File: config.mk
export PLATFORM = sky130hd
export DESIGN_NAME = spi_bridge
export DESIGN_NICKNAME = d
export VERILOG_FILES = /design/src/rtl/spi_bridge.sv
export SDC_FILE = /design/constraint.sdc
export NUM_CORES = 1
export LEC_CHECK = 0
export BUFFER_PORTS_ARGS = -buffer_cell sky130_fd_sc_hd__buf_2
export CAP_MARGIN = 20
export CORE_UTILIZATION = 35
export CTS_BUF_LIST = sky130_fd_sc_hd__clkbuf_4 sky130_fd_sc_hd__clkbuf_8
export CTS_CLUSTER_SIZE = 16
export DETAILED_ROUTE_END_ITERATION = 8
export HOLD_SLACK_MARGIN = 0.08
export PLACE_DENSITY = 0.51
export RECOVER_POWER = 50
export SETUP_SLACK_MARGIN = 0.05
export SKIP_CTS_REPAIR_TIMING = 1
export SYNTH_ARGS = -nofsm -noshare
export SYNTH_HDL_FRONTEND = slang
export SYNTH_SLANG_ARGS = --single-unit
File: constraint.sdc
create_clock -name clk -period 2 [get_ports clk]
set_clock_uncertainty 0.2 [all_clocks]
set_input_delay 0.1 -clock clk [delete_from_list [all_inputs] [get_ports clk]]
set_output_delay 0.1 -clock clk [all_outputs]
set_load 0.03 [all_outputs]
File: src/rtl/spi_bridge.sv
// SPI mode-0 slave front-end: oversamples sclk/cs_n/mosi in clk, emits byte_sync/data_rx, serialises data_tx on miso.
// Define SPI_BRIDGE_LSB_FIRST_EN for LSB-first on both lines; MSB-first otherwise.
module spi_bridge (
    input  logic       clk,
    input  logic       rst_n,
    input  logic       sclk,
    input  logic       cs_n,
    input  logic       mosi,
    output logic       miso,
    output logic       byte_sync,
    output logic [7:0] data_rx,
    input  logic [7:0] data_tx,
    output logic       abort
);

    typedef enum logic {IDLE, ACTIVE} state_t;

    state_t     state_q, state_d;
    logic       sclk_s1, sclk_s2, sclk_s3;
    logic       cs_s1, cs_s2, cs_s3;
    logic       mosi_s1, mosi_s2;
    logic [2:0] bit_cnt_q, bit_cnt_d;
    logic [7:0] rx_q, rx_d;
    logic [7:0] tx_q, tx_d;
    logic       done_q, done_d;
    logic       reload_q, reload_d;
    logic       abort_d;
    logic       rise_det, fall_det, cs_fall_det, cs_rise_det;
    logic [7:0] rx_shifted, tx_shifted;

    assign rise_det    = sclk_s2 & ~sclk_s3;
    assign fall_det    = ~sclk_s2 & sclk_s3;
    assign cs_fall_det = ~cs_s2 & cs_s3;
    assign cs_rise_det = cs_s2 & ~cs_s3;

    // miso is the outgoing end of the tx shift register, so it is a flop output
`ifdef SPI_BRIDGE_LSB_FIRST_EN
    assign rx_shifted = {mosi_s2, rx_q[7:1]};
    assign tx_shifted = {1'b0, tx_q[7:1]};
    assign miso       = tx_q[0];
`else
    assign rx_shifted = {rx_q[6:0], mosi_s2};
    assign tx_shifted = {tx_q[6:0], 1'b0};
    assign miso       = tx_q[7];
`endif

    always_comb begin
        state_d   = state_q;
        bit_cnt_d = bit_cnt_q;
        rx_d      = rx_q;
        tx_d      = tx_q;
        done_d    = 1'b0;
        abort_d   = 1'b0;
        reload_d  = 1'b0;
        unique case (state_q)
            IDLE: begin
                if (cs_fall_det) begin
                    state_d   = ACTIVE;
                    bit_cnt_d = 3'd0;
                    rx_d      = 8'h00;
                    tx_d      = data_tx;
                end
            end
            ACTIVE: begin
                if (cs_rise_det) begin
                    // chip-select release wins over any coincident sclk edge or pending reload
                    state_d   = IDLE;
                    bit_cnt_d = 3'd0;
                    tx_d      = 8'h00;
                    abort_d   = (bit_cnt_q != 3'd0);
                end else begin
                    reload_d = byte_sync;
                    if (reload_q) begin
                        tx_d = data_tx;
                    end
                    if (rise_det) begin
                        rx_d      = rx_shifted;
                        bit_cnt_d = bit_cnt_q + 3'd1;
                        done_d    = (bit_cnt_q == 3'd7);
                    end else if (fall_det && bit_cnt_q != 3'd0) begin
                        tx_d = tx_shifted;
                    end
                end
            end
            default: state_d = IDLE;
        endcase
    end

    always_ff @(posedge clk or negedge rst_n) begin
        if (!rst_n) begin
            sclk_s1   <= 1'b0;
            sclk_s2   <= 1'b0;
            sclk_s3   <= 1'b0;
            cs_s1     <= 1'b0;
            cs_s2     <= 1'b0;
            cs_s3     <= 1'b0;
            mosi_s1   <= 1'b0;
            mosi_s2   <= 1'b0;
            state_q   <= IDLE;
            bit_cnt_q <= 3'd0;
            rx_q      <= 8'h00;
            tx_q      <= 8'h00;
            done_q    <= 1'b0;
            reload_q  <= 1'b0;
            byte_sync <= 1'b0;
            data_rx   <= 8'h00;
            abort     <= 1'b0;
        end else begin
            sclk_s1   <= sclk;
            sclk_s2   <= sclk_s1;
            sclk_s3   <= sclk_s2;
            cs_s1     <= cs_n;
            cs_s2     <= cs_s1;
            cs_s3     <= cs_s2;
            mosi_s1   <= mosi;
            mosi_s2   <= mosi_s1;
            state_q   <= state_d;
            bit_cnt_q <= bit_cnt_d;
            rx_q      <= rx_d;
            tx_q      <= tx_d;
            done_q    <= done_d;
            reload_q  <= reload_d;
            byte_sync <= done_q;
            abort     <= abort_d;
            if (done_q) begin
                data_rx <= rx_q;
            end
        end
    end

endmodule

# Yosys cells after proc, flatten, opt, wreduce, memory -nomap -nowiden
# Index checks and enable logic that the tools add are counted.
totals:
  regBits: 40
  input_bits: 13
  output_inout_bits: 11
  wordCells: 60
classes:
  add_sub_neg: 1
  n_eq_ne: 5
  mux: 24
  n_bitwise: 9
  reduce_logical: 4
op_table:
  columns: ["op", "n"]
  rows:
  - ["two-way mux 8 bit", 8]
  - ["one-hot mux 8 bit (2 select lines)", 2]
  - ["two-way mux 1 bit", 9]
  - ["two-way mux 3 bit", 3]
  - ["one-hot mux 3 bit (2 select lines)", 1]
  - ["NOT 1 bit", 5]
  - ["AND 1 bit", 4]
  - ["!= test 2 bit (second input constant)", 2]
  - ["adder 3 x 1 -> 3 bit (second input constant)", 1]
  - ["== test 3 bit (second input constant)", 1]
  - ["!= test 3 x 1 -> 1 bit (second input constant)", 1]
  - ["AND reduction 3 bit", 1]
  - ["nonzero test 3 bit", 1]
  - ["!= test 2 x 1 -> 1 bit (second input constant)", 1]
  - ["one-hot mux 1 bit (2 select lines)", 1]
  - ["AND reduction 2 bit", 1]
  - ["logical AND 1 bit", 1]

# Depth between registers and ports, before layout
depth:
  ltp_word: 7
  mapped_depth: 7
  ltp_nobuf: 6

# Worst setup path after synthesis
# No wires, ideal clock.
synth_path:
  kind: "register to register"
  from: "register bit_cnt_q[0]"
  to: "register tx_q[1]"
  setup_time_ns: 0.094
  arrival_time_ns: 1.250
  slack_ns: 0.457
  path_stages_with_launch: 8
  path_buffers: 1
  cell_sequence: "dfrtp_1 -> inv_1 -> ha_1 -> nand2b_1 -> nand3b_1 -> buf_4 -> mux2i_1 -> a221oi_2"
synth_via:
  elab_chain_len: 6
synth_rtl:
  columns: ["element", "line", "source"]
  rows:
  - ["from (decl)", "22", "logic [2:0] bit_cnt_q, bit_cnt_d;"]
  - ["from (signal assigned)", "118", "bit_cnt_q <= bit_cnt_d;"]
  - ["nonzero test 3 bit", "80", "end else if (fall_det && bit_cnt_q != 3'd0) begin"]
  - ["logical AND 1 bit", "80", null]
  - ["two-way mux 8 bit", "80", null]
  - ["two-way mux 8 bit", "76", "if (rise_det) begin"]
  - ["two-way mux 8 bit", "65", "if (cs_rise_det) begin"]
  - ["one-hot mux 8 bit (2 select lines)", "55", "unique case (state_q)"]
  - ["to (signal assigned)", "120", "tx_q <= tx_d;"]
  - ["to (decl)", "24", "logic [7:0] tx_q, tx_d;"]
# No other way between the ends.
# A chain may end at the register's enable or synchronous reset.

# Worst setup path after layout
layout_path:
  from: "register cs_s3"
  to: "register rx_q[7]"
layout_via:
  elab_chain_len: 4
  elab_cells_between_ends: 6
  classes_between: "eq/ne (2); bitwise (3); reduce/logical (1)"
layout_rtl:
  columns: ["element", "line", "source"]
  rows:
  - ["from (decl)", "20", "logic cs_s1, cs_s2, cs_s3;"]
  - ["from (signal assigned)", "114", "cs_s3 <= cs_s2;"]
  - ["NOT 1 bit", "34", "assign cs_rise_det = cs_s2 & ~cs_s3;"]
  - ["AND 1 bit", "34", null]
  - ["!= test 2 bit (no source line)", null, null]
  - ["AND reduction 3 bit (no source line) *", null, null]
  - ["to (signal assigned)", "119", "rx_q <= rx_d;"]
  - ["to (decl)", "23", "logic [7:0] rx_q, rx_d;"]
# Mark *: on every way between the ends. The rest lies on a longest branch, timed or not.

==> out/results.ini <==
[min_path]
min_to = tx_q[6]
min_from = data_tx[6]
worstHoldPathType = input pin to register
whs_path_depth = 4

[global_route]
grt_remaining_overflow = 0
grt_max_degree = 22
antenna_found_initial = 0
grt.total_usage_pct = 14.4
grt_pass1_vias = 1274
grt_pass1_wl_um = 5870

[synthesis]
synth_top_area_share_pct = 53.3
syn_avg_cell_area_um2 = 12.2
async_flop_share_pct = 100
syn_nets = 170
syn_inst = 154
ys_seq_area_share_pct = 53.3
netlist_area_um2 = 1880
synth_edf_count = 0
synth_ff_type = dfrtp_1
yosysWarningCount = 0
yosysTopAreaCell = dfrtp_1
synthTopCellsByArea = dfrtp_1 53%, mux2_2 10%, a221oi_2 5.6%
synth-seq-cells = 40
synth_cell_type_count = 26

[layout]
area_delta_synth_final_pct = 18.1
layout_common_cells = 40 x dfrtp_1, 22 x buf_2, 20 x nand2_1
final_common_cell = dfrtp_1
final_nets = 202
diodes = 0
area.sequential_um2 = 1000
multi_input_area_um2 = 792
nFillCells = 521
drive_gt1_share_pct = 32.6

[worst_setup_path]
r2r_end = rx_q[7]
crit_path_start = cs_s3
reg2reg_from = cs_s3
critPathLaunchType = register
crit_arrival_ps = 1770
regToRegSetupSlack_ps = 240
worst-setup-path-type = register to register
worst-path-max-fanout = 16
endpoint_kind = register
reg2regPathDepth = 4
worstPathRequired_ps = 2010

[route]
wl_per_cell_um = 13.6
vias = 1250
postRouteAntennaNets = 0
drt_wl_total_um = 3490
via_per_inst = 4.86
dr.pass1.iters = 4
drtIter0Drc = 54
drc = 0

[run]
max_cap_viol_count = 0

[floorplanning]
start_util_pct = 36.5
die_w_um = 75.3
ios = 24
die_h_um = 75.3
die_area_um2 = 5660
rows = 26
coreArea_um2 = 5140

[placement]
dp_hpwl_um = 2480
io_buffer_count = 23
gp_congestion = 0.768

[power_and_ir_drop]
p_leak_uw = 0.00106
powerDensity_nw_per_um2 = 850
peakVddDrop_mv = 0.426

[run_status]
outcome = finished clean

[timing]
worstMarginPinSlew_ps = 1140
slew_headroom_pct = 23.8
setup_viol = 0
finalCritPeriodShare_pct = 87.9
min_period_ps = 1760
fmax_ghz = 0.569
tns_ps = 0
timing.hold.ws_ps = 65.6
slew_violations = 0
rsz0062_at_grt = no
finalHoldViolCount = 0

[cts]
cts_max_level = 2
numCtsBuffers = 5
clk_latency_ps = 290
clk_pin_slew_ps = 80
cts_tree = done
cts_root_buf = clkbuf_8
clock_path_buffers = 2
cts_sinks = 40

synth_stat cells (all sizes together), types with 2 or more instances:
library cell	n
dfrtp	40
nand2	20
mux2	17
o21ai	15
buf	9
mux2i	8
nor2	8
a221oi	7
o22a	7
nand2b	5
ha	3
inv	3
a22o	2
clkbuf	2
worst max-delay path by stage:
stage	end	slack (ps)
global route	rx_q[4]	80
finish	rx_q[7]	240
global placement	rx_q[4]	310
detailed placement	rx_q[7]	260
floorplan	tx_q[1]	460
CTS	rx_q[6]	230
routing by layer:
metal  GRT usage (%)  share of wire, %
met3            2.81               3.1
met1            16.5                43
met5               0                 0
met2            25.6                52
met4            7.41               1.9
flip-flops by register name, indices dropped and copies added (netlist names):
name / flops
reload_q: 1
sclk_s2: 1
mosi_s2: 1
byte_sync: 1
sclk_s1: 1
abort: 1
done_q: 1
sclk_s3: 1
bit_cnt_q: 3
tx_q: 8
mosi_s1: 1
cs_s3: 1
rx_q: 8
data_rx: 8
cs_s1: 1
state_q: 1
cs_s2: 1
cells by family (layout without fill, tap and decap cells):
logic type                 Yosys count  in the layout  share of synthesized area [%]
AOI/OAI and AO/OA                   34             34                           15.9
adders and majority gates            3              3                           2.00
buffers and inverters               14             47                           4.53
DFF                                 40             40                           53.3
muxes                               25             25                           14.5
and+or+nand+nor                     38             38                           9.86
worst max-delay path, stage by stage (launching register included):
cell	delay (ps)
dfrtp_1	520
nand2b_1	280
a41oi_4	470
nand2_1	110
o21ai_1	90
stage by stage:
step                total power (µW)  std cells  instance area [µm²]  setup WS, ps  utilization (%)
floorplan                       1270        154                 1880           457                -
global placement                1360        242                 2060           306             40.2
detailed placement              1380        242                 2060           265             40.2
CTS                             1910        250                 2150           233             41.9
global route                    2000        257                 2220          76.5             43.1
finish                          1880        257                 2220           242             43.1
where the power goes:
part           internal, µW  switching (µW)  total, µW
clock network           243             278        521
registers               891            75.2        966
logic                   202             195        397
area by class of cell:
| class | count | area share [%] |
|---|---|---|
| inverters | 3 | 0.508 |
| clock buffers | 5 | 3.10 |
| repair buffers | 36 | 10.7 |
| flip-flops and latches | 40 | 45.1 |
| multi-input cells | 100 | 35.7 |
| well taps | 70 | 3.95 |
| clock inverters | 3 | 0.846 |
Note: power is estimated with default switching activity, not from simulation.
